==> src/rtl/axis_pkt_pkg.sv <==
// Shared types and helpers for the store-and-forward AXI-Stream packet FIFO.
//   drop_reason_t : why the packet on the ingress port is being discarded
//   clog2_min1    : ceil(log2(n)), never less than 1, for index widths
package axis_pkt_pkg;

    typedef enum logic [1:0] {
        DROP_NONE     = 2'd0,
        DROP_USER     = 2'd1,
        DROP_FULL     = 2'd2,
        DROP_PKTLIMIT = 2'd3
    } drop_reason_t;

    function automatic int clog2_min1(input int n);
        return (n <= 2) ? 1 : $clog2(n);
    endfunction

endpackage

==> src/rtl/axis_packet_fifo_sf_if.sv <==
// AXI-Stream bus bundle used on both sides of the packet FIFO.
// Handshake: a beat transfers on a rising clk edge where tvalid and tready
// are both 1; the master holds tdata/tkeep/tuser/tlast stable and keeps
// tvalid high until that edge.
//   master modport : drives payload + tvalid, receives tready
//   slave  modport : receives payload + tvalid, drives tready
interface axis_packet_fifo_sf_if #(
    parameter int TDATA_WIDTH = 32,
    parameter int TUSER_WIDTH = 1
);
    logic [TDATA_WIDTH-1:0]   tdata;
    logic [TDATA_WIDTH/8-1:0] tkeep;
    logic [TUSER_WIDTH-1:0]   tuser;
    logic                     tlast;
    logic                     tvalid;
    logic                     tready;

    modport master (output tdata, tkeep, tuser, tlast, tvalid, input tready);
    modport slave  (input tdata, tkeep, tuser, tlast, tvalid, output tready);
endinterface

==> src/rtl/axis_packet_fifo_sf_bram.sv <==
// Simple dual-port RAM, one write port and one read port with 1-cycle
// registered read latency.
//   clk          : clock
//   we/waddr/wdata : write port
//   re/raddr/rdata : read port, rdata valid the cycle after re
// Addresses are FIFO pointers carrying a lap bit in the MSB; only the low
// ADDR_WIDTH-1 bits select a word, so the array holds 2**(ADDR_WIDTH-1) words.
module axis_packet_fifo_sf_bram #(
    parameter int DATA_WIDTH = 8,
    parameter int ADDR_WIDTH = 5
) (
    input  logic                  clk,
    input  logic                  we,
    input  logic [ADDR_WIDTH-1:0] waddr,
    input  logic [DATA_WIDTH-1:0] wdata,
    input  logic                  re,
    input  logic [ADDR_WIDTH-1:0] raddr,
    output logic [DATA_WIDTH-1:0] rdata
);
    localparam int IW = ADDR_WIDTH - 1;

    logic [DATA_WIDTH-1:0] mem [2**IW];
    logic                  lap_unused;

    assign lap_unused = waddr[ADDR_WIDTH-1] ^ raddr[ADDR_WIDTH-1];

    always_ff @(posedge clk) begin
        if (we) mem[waddr[IW-1:0]] <= wdata;
        if (re) rdata <= mem[raddr[IW-1:0]];
    end
endmodule

==> src/rtl/axis_packet_fifo_sf.sv <==
// Store-and-forward AXI-Stream packet FIFO. Beats are written as they
// arrive; a packet becomes visible downstream only once its tlast beat is
// accepted without a drop (commit). A dropped packet rolls the write pointer
// back to the last commit point, so partial data never leaks out.
//   clk, resetn          : clock, async active-low reset
//   s_axis (slave)       : ingress stream, tready is always 1
//   s_axis_tdrop         : ingress request to drop the current packet
//   s_axis_tdropped      : current packet is being dropped (read on tlast)
//   s_drop_reason        : first cause of the drop, valid with tdropped
//   m_axis (master)      : egress stream, first-word-fall-through
//   fill_level           : words in RAM, committed plus in-progress
//   pkt_count            : committed packets whose tlast has not left yet
//   drop_count/commit_count : saturating statistics
module axis_packet_fifo_sf
    import axis_pkt_pkg::*;
#(
    parameter int TDATA_WIDTH = 32,
    parameter int TUSER_WIDTH = 1,
    parameter int DEPTH       = 64,
    parameter int MAX_PKTS    = 16,
    parameter int CNT_WIDTH   = 32
) (
    input  logic                      clk,
    input  logic                      resetn,
    axis_packet_fifo_sf_if.slave      s_axis,
    input  logic                      s_axis_tdrop,
    output logic                      s_axis_tdropped,
    output drop_reason_t              s_drop_reason,
    axis_packet_fifo_sf_if.master     m_axis,
    output logic [$clog2(DEPTH):0]    fill_level,
    output logic [$clog2(MAX_PKTS):0] pkt_count,
    output logic [CNT_WIDTH-1:0]      drop_count,
    output logic [CNT_WIDTH-1:0]      commit_count
);
    localparam int KEEP_W = TDATA_WIDTH / 8;
    localparam int AW     = clog2_min1(DEPTH);
    localparam int PW     = AW + 1;
    localparam int PCW    = $clog2(MAX_PKTS) + 1;
    localparam int WORD_W = TDATA_WIDTH + KEEP_W + TUSER_WIDTH + 1;
    localparam logic [PW-1:0]        DEPTH_P    = PW'(DEPTH);
    localparam logic [PW-1:0]        PTR_ONE    = PW'(1);
    localparam logic [PCW-1:0]       MAX_PKTS_P = PCW'(MAX_PKTS);
    localparam logic [PCW-1:0]       PCNT_ONE   = PCW'(1);
    localparam logic [CNT_WIDTH-1:0] CNT_ONE    = CNT_WIDTH'(1);

    if (DEPTH < 4 || (DEPTH & (DEPTH - 1)) != 0) begin : g_depth_check
        $error("axis_packet_fifo_sf: DEPTH must be a power of 2 and >= 4");
    end
    if (MAX_PKTS < 1) begin : g_pkts_check
        $error("axis_packet_fifo_sf: MAX_PKTS must be >= 1");
    end

    // ---------------- ingress ----------------
    logic [PW-1:0]  wptr, commit_wptr, rptr;
    logic           drop_seen;
    drop_reason_t   reason_q, cur_reason;
    logic [PCW-1:0] pkt_cnt;
    logic           full, pkt_limit, dropping, beat, wr_en, commit, abort;
    logic           eg_last;

    assign s_axis.tready = 1'b1;
    assign beat      = s_axis.tvalid;
    // A read in this cycle does not relieve full: registered pointers only.
    assign full      = (wptr - rptr) == DEPTH_P;
    assign pkt_limit = s_axis.tlast && (pkt_cnt == MAX_PKTS_P);
    assign dropping  = s_axis_tdrop || full || drop_seen || pkt_limit;
    assign wr_en     = beat && !dropping;
    assign commit    = beat && s_axis.tlast && !dropping;
    assign abort     = beat && s_axis.tlast && dropping;

    // Once a packet is marked, its first cause stays the reported reason.
    always_comb begin
        cur_reason = DROP_NONE;
        if (drop_seen)         cur_reason = reason_q;
        else if (s_axis_tdrop) cur_reason = DROP_USER;
        else if (full)         cur_reason = DROP_FULL;
        else if (pkt_limit)    cur_reason = DROP_PKTLIMIT;
    end

    assign s_axis_tdropped = dropping;
    assign s_drop_reason   = cur_reason;

    always_ff @(posedge clk or negedge resetn) begin
        if (!resetn) begin
            wptr         <= '0;
            commit_wptr  <= '0;
            drop_seen    <= 1'b0;
            reason_q     <= DROP_NONE;
            drop_count   <= '0;
            commit_count <= '0;
        end else if (beat) begin
            if (s_axis.tlast) begin
                drop_seen <= 1'b0;
                reason_q  <= DROP_NONE;
            end else if (dropping) begin
                drop_seen <= 1'b1;
                reason_q  <= cur_reason;
            end
            if (abort)      wptr <= commit_wptr;
            else if (wr_en) wptr <= wptr + PTR_ONE;
            if (commit) commit_wptr <= wptr + PTR_ONE;
            if (abort && drop_count != '1)    drop_count   <= drop_count + CNT_ONE;
            if (commit && commit_count != '1) commit_count <= commit_count + CNT_ONE;
        end
    end

    always_ff @(posedge clk or negedge resetn) begin
        if (!resetn) begin
            pkt_cnt <= '0;
        end else begin
            case ({commit, eg_last})
                2'b10:   pkt_cnt <= pkt_cnt + PCNT_ONE;
                2'b01:   pkt_cnt <= pkt_cnt - PCNT_ONE;
                default: pkt_cnt <= pkt_cnt;
            endcase
        end
    end

    // ---------------- storage ----------------
    logic [WORD_W-1:0] rd_word;
    logic              rd_en;

    axis_packet_fifo_sf_bram #(
        .DATA_WIDTH (WORD_W),
        .ADDR_WIDTH (PW)
    ) u_bram (
        .clk   (clk),
        .we    (wr_en),
        .waddr (wptr),
        .wdata ({s_axis.tlast, s_axis.tuser, s_axis.tkeep, s_axis.tdata}),
        .re    (rd_en),
        .raddr (rptr),
        .rdata (rd_word)
    );

    // ---------------- egress skid ----------------
    // e0 is the presented word, e1 the overflow slot. A read is issued only
    // if, after this cycle's pop, the skid plus the in-flight read leaves a
    // free slot for it; counting the pop keeps 1 beat/clk streaming.
    logic [WORD_W-1:0] e0, e1;
    logic              v0, v1, rd_pend, pop;
    logic [1:0]        occ_np;

    assign pop     = v0 && m_axis.tready;
    assign eg_last = pop && e0[WORD_W-1];
    assign occ_np  = {1'b0, v0} + {1'b0, v1} + {1'b0, rd_pend} - {1'b0, pop};
    assign rd_en   = (rptr != commit_wptr) && (occ_np < 2'd2);

    always_ff @(posedge clk or negedge resetn) begin
        if (!resetn) begin
            rptr    <= '0;
            rd_pend <= 1'b0;
            e0      <= '0;
            e1      <= '0;
            v0      <= 1'b0;
            v1      <= 1'b0;
        end else begin
            if (rd_en) rptr <= rptr + PTR_ONE;
            rd_pend <= rd_en;
            case ({pop, rd_pend})
                2'b11: begin
                    if (v1) begin
                        e0 <= e1;
                        e1 <= rd_word;
                    end else begin
                        e0 <= rd_word;
                    end
                end
                2'b10: begin
                    e0 <= e1;
                    v0 <= v1;
                    v1 <= 1'b0;
                end
                2'b01: begin
                    if (!v0) begin
                        e0 <= rd_word;
                        v0 <= 1'b1;
                    end else begin
                        e1 <= rd_word;
                        v1 <= 1'b1;
                    end
                end
                default: ;
            endcase
        end
    end

    assign m_axis.tvalid = v0;
    assign {m_axis.tlast, m_axis.tuser, m_axis.tkeep, m_axis.tdata} = e0;

    assign fill_level = wptr - rptr;
    assign pkt_count  = pkt_cnt;
endmodule

==> src/flat_wrapper.sv <==
// flat-port wrapper written by rule: the top's interface ports become plain ports
module axis_packet_fifo_sf_flat import axis_pkt_pkg::*;
#(
    parameter int TDATA_WIDTH = 32,
    parameter int TUSER_WIDTH = 1,
    parameter int DEPTH       = 64,
    parameter int MAX_PKTS    = 16,
    parameter int CNT_WIDTH   = 32
)
  (clk, resetn, s_axis_tdrop, s_axis_tdropped, s_drop_reason, fill_level, pkt_count, drop_count, commit_count, s_axis_tdata, s_axis_tkeep, s_axis_tuser, s_axis_tlast, s_axis_tvalid, s_axis_tready, m_axis_tdata, m_axis_tkeep, m_axis_tuser, m_axis_tlast, m_axis_tvalid, m_axis_tready);
  axis_packet_fifo_sf_if #(.TDATA_WIDTH(TDATA_WIDTH), .TUSER_WIDTH(TUSER_WIDTH)) s_axis_i ();
  axis_packet_fifo_sf_if #(.TDATA_WIDTH(TDATA_WIDTH), .TUSER_WIDTH(TUSER_WIDTH)) m_axis_i ();
  input  logic clk;
  input  logic resetn;
  input  logic s_axis_tdrop;
  output logic s_axis_tdropped;
  output drop_reason_t s_drop_reason;
  output logic [$clog2(DEPTH):0] fill_level;
  output logic [$clog2(MAX_PKTS):0] pkt_count;
  output logic [CNT_WIDTH-1:0] drop_count;
  output logic [CNT_WIDTH-1:0] commit_count;
  input wire logic [$bits(s_axis_i.tdata)-1:0] s_axis_tdata;
  input wire logic [$bits(s_axis_i.tkeep)-1:0] s_axis_tkeep;
  input wire logic [$bits(s_axis_i.tuser)-1:0] s_axis_tuser;
  input wire logic [$bits(s_axis_i.tlast)-1:0] s_axis_tlast;
  input wire logic [$bits(s_axis_i.tvalid)-1:0] s_axis_tvalid;
  output wire logic [$bits(s_axis_i.tready)-1:0] s_axis_tready;
  output wire logic [$bits(m_axis_i.tdata)-1:0] m_axis_tdata;
  output wire logic [$bits(m_axis_i.tkeep)-1:0] m_axis_tkeep;
  output wire logic [$bits(m_axis_i.tuser)-1:0] m_axis_tuser;
  output wire logic [$bits(m_axis_i.tlast)-1:0] m_axis_tlast;
  output wire logic [$bits(m_axis_i.tvalid)-1:0] m_axis_tvalid;
  input wire logic [$bits(m_axis_i.tready)-1:0] m_axis_tready;
  assign s_axis_i.tdata = s_axis_tdata;
  assign s_axis_i.tkeep = s_axis_tkeep;
  assign s_axis_i.tuser = s_axis_tuser;
  assign s_axis_i.tlast = s_axis_tlast;
  assign s_axis_i.tvalid = s_axis_tvalid;
  assign s_axis_tready = s_axis_i.tready;
  assign m_axis_tdata = m_axis_i.tdata;
  assign m_axis_tkeep = m_axis_i.tkeep;
  assign m_axis_tuser = m_axis_i.tuser;
  assign m_axis_tlast = m_axis_i.tlast;
  assign m_axis_tvalid = m_axis_i.tvalid;
  assign m_axis_i.tready = m_axis_tready;
  axis_packet_fifo_sf #(.TDATA_WIDTH(TDATA_WIDTH), .TUSER_WIDTH(TUSER_WIDTH), .DEPTH(DEPTH), .MAX_PKTS(MAX_PKTS), .CNT_WIDTH(CNT_WIDTH)) u_core (.clk(clk), .resetn(resetn), .s_axis(s_axis_i), .s_axis_tdrop(s_axis_tdrop), .s_axis_tdropped(s_axis_tdropped), .s_drop_reason(s_drop_reason), .m_axis(m_axis_i), .fill_level(fill_level), .pkt_count(pkt_count), .drop_count(drop_count), .commit_count(commit_count));
endmodule
==> config.mk <==
export PLATFORM = sky130hd
export DESIGN_NAME = axis_packet_fifo_sf_flat
export DESIGN_NICKNAME = d
export VERILOG_FILES = /design/src/rtl/axis_pkt_pkg.sv /design/src/rtl/axis_packet_fifo_sf_if.sv /design/src/rtl/axis_packet_fifo_sf_bram.sv /design/src/rtl/axis_packet_fifo_sf.sv /design/src/flat_wrapper.sv
export SDC_FILE = /design/constraint.sdc
export NUM_CORES = 2
export LEC_CHECK = 0
export ABC_AREA = 1
export CORE_AREA = 2 2 473 569
export CTS_BUF_LIST = sky130_fd_sc_hd__clkbuf_4 sky130_fd_sc_hd__clkbuf_8
export CTS_CLUSTER_DIAMETER = 30
export DETAILED_ROUTE_END_ITERATION = 6
export DIE_AREA = 0 0 475 571
export GPL_TIMING_DRIVEN = 0
export MAX_ROUTING_LAYER = met4
export PLACE_DENSITY = 0.63
export SLEW_MARGIN = 20
export SYNTH_ARGS = -nofsm -noshare
export SYNTH_HDL_FRONTEND = slang
export SYNTH_SLANG_ARGS = --single-unit
==> constraint.sdc <==
create_clock -name clk -period 10.15 [get_ports clk]
set_clock_uncertainty 0.05 [all_clocks]
set_input_delay 1.5225 -clock clk [delete_from_list [all_inputs] [get_ports clk]]
set_output_delay 1.5225 -clock clk [all_outputs]
set_load 0.01 [all_outputs]
Word level (Yosys, flattened, before mapping)

Memory sizes are Yosys's and may differ from the RTL's. A register that Yosys moved wholly into a read port is not among the register bits.
Cells that the tools add are included.

Flip-flop bits (word level): 172
RAM bits: 2432
Output and inout bits: 119
Memories kept: 1

$add $sub $neg: 10
Magnitude comparators: 1
Equal/unequal tests: 13
Muxes and demuxes: 22
Reductions and logical operators: 28

Memory list:

| name              | words | bits a word | rd ports | clocked after Yosys merged registers in | write ports | line                           | source |
|---|---|---|---|---|---|---|---|
| u_core.u_bram.mem | 64    | 38          | 1        | 1                                       | 1           | axis_packet_fifo_sf_bram.sv:22 | `logic [DATA_WIDTH-1:0] mem [2**IW];` |

Operators with widths:

| cell                                                                     | count |
|---|---|
| 38-bit 2-to-1 mux                                                        | 4 |
| 38-bit case mux with 3 select lines                                      | 1 |
| 38-bit case mux with 2 select lines                                      | 1 |
| 32-bit by 1-bit adder with 32-bit output (second input constant)         | 2 |
| 32-bit inequality test (second input constant)                           | 2 |
| 7-bit by 1-bit adder with 7-bit output (second input constant)           | 2 |
| 7-bit 2-to-1 mux                                                         | 2 |
| 2-bit AND reduction                                                      | 7 |
| 2-bit 2-to-1 mux                                                         | 6 |
| 1-bit logical AND                                                        | 10 |
| 5-bit case mux with 2 select lines                                       | 1 |
| 2-bit nonzero test                                                       | 5 |
| 7-bit == test (second input constant)                                    | 1 |
| 7-bit inequality test                                                    | 1 |
| 7-bit subtractor                                                         | 1 |
| 2-bit == test (second input constant)                                    | 3 |
| 5-bit by 1-bit adder with 5-bit output (second input constant)           | 1 |
| 5-bit == test (second input constant)                                    | 1 |
| 1-bit 2-to-1 mux                                                         | 5 |
| 5-bit by 1-bit subtractor with 5-bit output (second input constant)      | 1 |
| 2-bit by 1-bit == test with 1-bit output (second input constant)         | 2 |
| 2-bit by 1-bit inequality test with 1-bit output (second input constant) | 2 |
| 1-bit case mux with 2 select lines                                       | 2 |
| 1-bit logical OR                                                         | 3 |
| other kinds (8)                                                          | 8 |

Logic depth before layout (Yosys ltp)

Depth in word-level cells: 9
Depth in mapped cells: 24

By module

From an unflattened synthesis, not the netlist that was laid out.

Cells, all modules: 9398
Area, all modules: 108625.4 um^2

By module, submodules not included:

| module                   | times used | cells an instance | area an instance (um^2) | sequential area each (um^2) |
|---|---|---|---|---|
| axis_packet_fifo_sf_bram | 1          | 8027              | 98266.7                 | 74171.1 |
| axis_packet_fifo_sf      | 1          | 1371              | 10358.7                 | 4304.1 |

Worst setup path after synthesis

Ideal clock, no wire load.

Path kind: register -> register
Start: reg u_core.rptr[3]
End: mem u_core.u_bram.mem[26][0] (netlist name) (enable)
Setup time: 0.480 ns
Data arrival time: 5.095 ns
Path slack: 4.524 ns
Stages on the path, launching flop included: 16
Buffers on the path: 4
Cells stage by stage: dfrtp_1 -> buf_2 -> inv_2 -> clkbuf_1 -> clkbuf_1 -> ha_1 -> nand2_1 -> nand2_1 -> nand2_1 -> nand3_1 -> nand2_1 -> nand2_1 -> nand3_2 -> nand4_1 -> clkbuf_1 -> nor3_1

Longest elaborated chain between the ends: 9

Ends and longest elaborated chain:

| element                                | line                           | source |
|---|---|---|
| start, declared                        | axis_packet_fifo_sf.sv:54      | `logic [PW-1:0] wptr, commit_wptr, rptr;` |
| start signal, assigned                 | axis_packet_fifo_sf.sv:158     | `if (rd_en) rptr <= rptr + PTR_ONE;` |
| 7-bit subtractor                       | n/a                            |  |
| net fill_level[6]                      | flat_wrapper.sv:18             | `output logic [$clog2(DEPTH):0] fill_level;` |
| 7-bit == test                          | axis_packet_fifo_sf.sv:64      | `assign full = (wptr - rptr) == DEPTH_P;` |
| 1-bit logical OR (3 in a row)          | axis_packet_fifo_sf.sv:66      | `assign dropping = s_axis_tdrop \|\| full \|\| drop_seen \|\| pkt_limit;` |
| 1-bit logical NOT                      | axis_packet_fifo_sf.sv:67      | `assign wr_en = beat && !dropping;` |
| 1-bit logical AND                      | axis_packet_fifo_sf.sv:67      |  |
| 1-bit 2-to-1 mux                       | axis_packet_fifo_sf_bram.sv:28 | `if (we) mem[waddr[IW-1:0]] <= wdata;` |
| 1-bit 2-to-1 mux (not written as such) | axis_packet_fifo_sf_bram.sv:28 |  |
| end, declared                          | axis_packet_fifo_sf_bram.sv:22 |  |

The timed path passes the listed nets, and every way through them passes these cells.

Worst setup path after layout

Start: reg u_core.rptr[1]
End: out s_drop_reason[1]

Longest elaborated chain between the ends: 5

Ends and longest elaborated chain:

| element          | line                      | source |
|---|---|---|
| 7-bit subtractor | axis_packet_fifo_sf.sv:64 |  |
| 7-bit == test    | axis_packet_fifo_sf.sv:64 |  |
| 2-bit 2-to-1 mux | axis_packet_fifo_sf.sv:76 | `else if (full) cur_reason = DROP_FULL;` |
| 2-bit 2-to-1 mux | axis_packet_fifo_sf.sv:75 | `else if (s_axis_tdrop) cur_reason = DROP_USER;` |
| 2-bit 2-to-1 mux | axis_packet_fifo_sf.sv:74 | `if (drop_seen) cur_reason = reason_q;` |
| end, declared    | flat_wrapper.sv:17        | `output drop_reason_t s_drop_reason;` |

No other way between the ends.

==> metrics.md <==
| Metric | Value |
|---|---|
| Status | complete, but fails checks |
| Failing checks | DRC |
| Max-cap viol count | 0 |
| Worst R2R End | u_core.u_bram.mem[31][13]$_DFFE_PP_ |
| Drt wl/cell | 35.8 um |
| Synth Flop Type | edfxtp_1 |
| CP endpoint kind | output port |
| Non-filler cells, final | 13260 |
| Final Setup Violations | 0 |
| Pwr Density | 319 mW/mm^2 |
| Yosys warns | 0 |
| Synth top cells by count | 2470 x edfxtp_1, 1483 x nor2_1, 1326 x o21ai_0, 689 x nand2_1 |
| Synthesized Nets | 8426 |
| Sw Ratio | 44.7% |
| Number of synthesized flops with an enable pin | 2470 |
| Port Buffers | 160 |
| CP delay by family, top | buffers and inverters |
| Cell taking the most area after synthesis | edfxtp_1 |
| Fin. Hold Viols | 0 |
| Num CTS Buffers | 481 |
| Largest net degree at the start of global routing | 65 |
| Total gr overflow | 0 |
| I/O Pins | 162 |
| Internal power | 22600 uW |
| Sequential Power Share | 31.4% |
| Mapped Area | 0.106 mm^2 |
| Final wirelength | 474 mm |
| Cells after synthesis | 8362 |
| WP buf/inv | 6 |
| Hold Buf Count CTS | 0 |
| Cell count after placement | 12329 |
| Final ANT Viol Nets | 0 |
| Final Max Tran Viols | 0 |
| Detailed Route Iter0 Violations | 15695 |
| Synth unique cells | 41 |
| Fin crit share | 73.9% |
| Max Freq | 133 MHz |
| Reg2Reg Launch Point | u_core.rptr[1]$_DFFE_PN0P_ |
| Final worst setup slack | 2.64 ns |
| Drt first pass iters | 7 |
| VDD IR max | 0.215 mV |
| Hold crit path type | in2async |
| Count leader, synth | edfxtp_1 |
| WP data required | 8.58 ns |
| CP max stage delay | 0.88 ns |
| Register area share after synthesis | 74.2% |
| First-pass GRT wire length | 629 mm |
| Root Buffer | clkbuf_8 |
| Placer Congestion | 1.05 |
| Worst skew pair latency | 1.13 ns |
| Critical-path top delay cell | clkbuf_1 |
| Die X | 475 um |
| Max_slew headroom | 4.85% |
| Layout cells sized above 1 | 14.0% |
| Post-CTS resize count | 0 |
| Async SR Flop Fraction | 6.51% |
| Core ar. | 0.266 mm^2 |
| Vias | 82769 |
| Combinational Power Share | 40.7% |
| Initial antenna violation count | 60 |
| Vias/cell | 6.24 |
| Die Ht | 571 um |
| Share of the synthesized area in the top cell type | 70.1% |
| Total track usage | 35.0% |
| Post-CTS setup buffers | 0 |
| Worst Path Arrival | 5.93 ns |
| CP max FO | 11 |
| Fin crit period | 7.51 ns |
| Clk sinks | 2642 |
| # rows | 208 |
| DR DRC count | 19 |
| Pre-CTS setup slack | 3.22 ns |
| Top post-synthesis cells by area | edfxtp_1 70%, o21ai_0 6.3%, nor2_1 5.3% |
| Leakage | 0.0427 uW |
| Slew @ Worst Pin | 1.43 ns |
| Most common cell on crit path | nand2_1 |
| Cells along the critical path | buf_2 -> inv_1 -> buf_4 -> buf_2 -> clkbuf_1 -> ha_1 -> nand3_1 -> nand2_1 -> nand2_1 -> nand3_1 -> nor2_2 -> nand3_2 -> nand2_1 -> nand2_1 -> nand2_1 -> clkdlybuf4s50_1 |
| Cells on worst reg2reg path | 21 |
| Total Power Consumption | 40900 uW |
| Reg clk slew, reported paths | 0.06 ns |
| Nets@finish | 9309 |
| Avg Cell Area, Syn | 12.7 um^2 |
| Die area | 0.271 mm^2 |
| H-tree depth | 5 |
| Type of origin of the critical path | register |
| RSZ-0062 raised after global routing | no |
| Max Buffers Root-to-Sink | 4 |
| Clock Power Share | 27.9% |
| Synth-to-layout area growth | 20.9% |
| P_sw | 18200 uW |
| Initial Util | 39.7% |
| DPL Wire Length | 341 mm |
| Critical setup path kind | reg2out |
| Vias in the first global route | 76241 |
| #FFs+latches synth | 2642 |
| Worst R2R Setup Slack | 2.76 ns |
| CTS tree | done |
## routing by layer
metal	vias to the layer above	part of all wire, %	GRT usage, %
met5	-	0	-
met4	0	10	28.5
met3	1786	14	10.5
met2	7559	42	49.3
met1	40555	33	41.5
li1	32869	-	-
## cells by family (layout without fill, tap and decap cells)
group	count (synthesis)	in the layout	share of synthesized area, %
buffers and inverters	769	2055	3.00
XOR/XNOR	77	77	0.637
adder cells (fa/ha/maj)	21	21	0.263
other	1	43	0.00354
AND/OR/NAND/NOR	2656	2656	10.1
flip-flops	2642	2642	74.2
AO/OA/AOI/OAI	2196	2196	11.8
## power groups by stage
stage | Combinational (uW) | Clock [uW] | Sequential [uW]
3_5_place_dp | 15600 | 0 | 13000
4_1_cts | 15600 | 11400 | 12800
6_report | 16600 | 11400 | 12800
3_3_place_gp | 15200 | 0 | 13100
2_1_floorplan | 6920 | 0 | 13000
5_1_grt | 16600 | 11900 | 12900
## flip-flops by register name (all words and copies together) (netlist names), 7 cells and up
name                 count
u_core.commit_count     32
u_core.commit_wptr       7
u_core.rptr              7
u_core.e1               38
u_core.u_bram.rdata     38
u_core.drop_count       32
u_core.wptr              7
u_core.e0               38
u_core.u_bram.mem     2432
## cell type report
cell class	count	area (um^2)
antenna	42	105
buffer	571	2450
clock buffer	603	7600
clock inverter	283	3210
fill	23286	138000
inverter	198	748
multi-input combinational	4951	24600
sequential	2642	78500
tap	3570	4470
timing repair buffer	400	6210
## through the flow
step	setup TNS (ns)	hold WS [ns]	util [%]	instance area [um^2]
after detailed placement	0	0.423	43.9	117000
after global routing	0	0.401	48.0	128000
after floorplan	0	0.403	-	106000
final	0	0.383	48.0	128000
after CTS	0	0.346	48.0	128000
after global placement	-4316.72	0.416	42.0	112000
## cells in the final DEF, fill, tap and decap left out, types with 63 or more instances in the layout
master	instances
buf_2	141
nor2_1	1426
nand3_1	373
clkinv_2	63
xor2_1	65
nand2_1	689
clkbuf_4	112
buf_16	87
o221ai_1	160
inv_1	188
buf_4	108
clkbuf_1	363
clkdlybuf4s50_1	121
o211ai_1	145
clkinv_1	92
a21oi_1	130
buf_12	89
o22ai_1	383
bufinv_16	66
edfxtp_1	2470
o21ai_0	1326
clkbuf_8	492
dfrtp_1	172
## worst max-delay path by stage
stage / from / end / slack (ns) / depth (start not counted)
after detailed placement: u_core.rptr[1]$_DFFE_PN0P_ / u_core.u_bram.mem[31][11]$_DFFE_PP_ / 3.22 / 21
after floorplan: u_core.rptr[3]$_DFFE_PN0P_ / u_core.u_bram.mem[26][0]$_DFFE_PP_ / 4.52 / 15
after global routing: u_core.rptr[1]$_DFFE_PN0P_ / s_drop_reason[0] / 2.59 / 17
after CTS: u_core.rptr[1]$_DFFE_PN0P_ / s_drop_reason[1] / 2.76 / 16
after global placement: s_axis_tlast / u_core.u_bram.mem[26][33]$_DFFE_PP_ / -4.30 / 5
final: u_core.rptr[1]$_DFFE_PN0P_ / s_drop_reason[1] / 2.64 / 16
## worst reg2reg max path, stage by stage, from the launching register on
cell and delay [ns]:
dfrtp_1 0.51, buf_2 0.45, inv_1 0.18, buf_4 0.38
buf_2 0.54, clkbuf_1 0.89, ha_1 0.41, nand2_1 0.07
nor2_1 0.04, nand2_1 0.08, nand3_1 0.07, nand2_1 0.06
nand2_1 0.08, nand3_2 0.17, nand4_1 0.35, clkbuf_1 0.51
nor3_2 0.92, buf_4 0.36, buf_4 0.25, buf_4 0.24
buf_4 0.21, buf_4 0.19
Power figures use the tool's default switching activity.
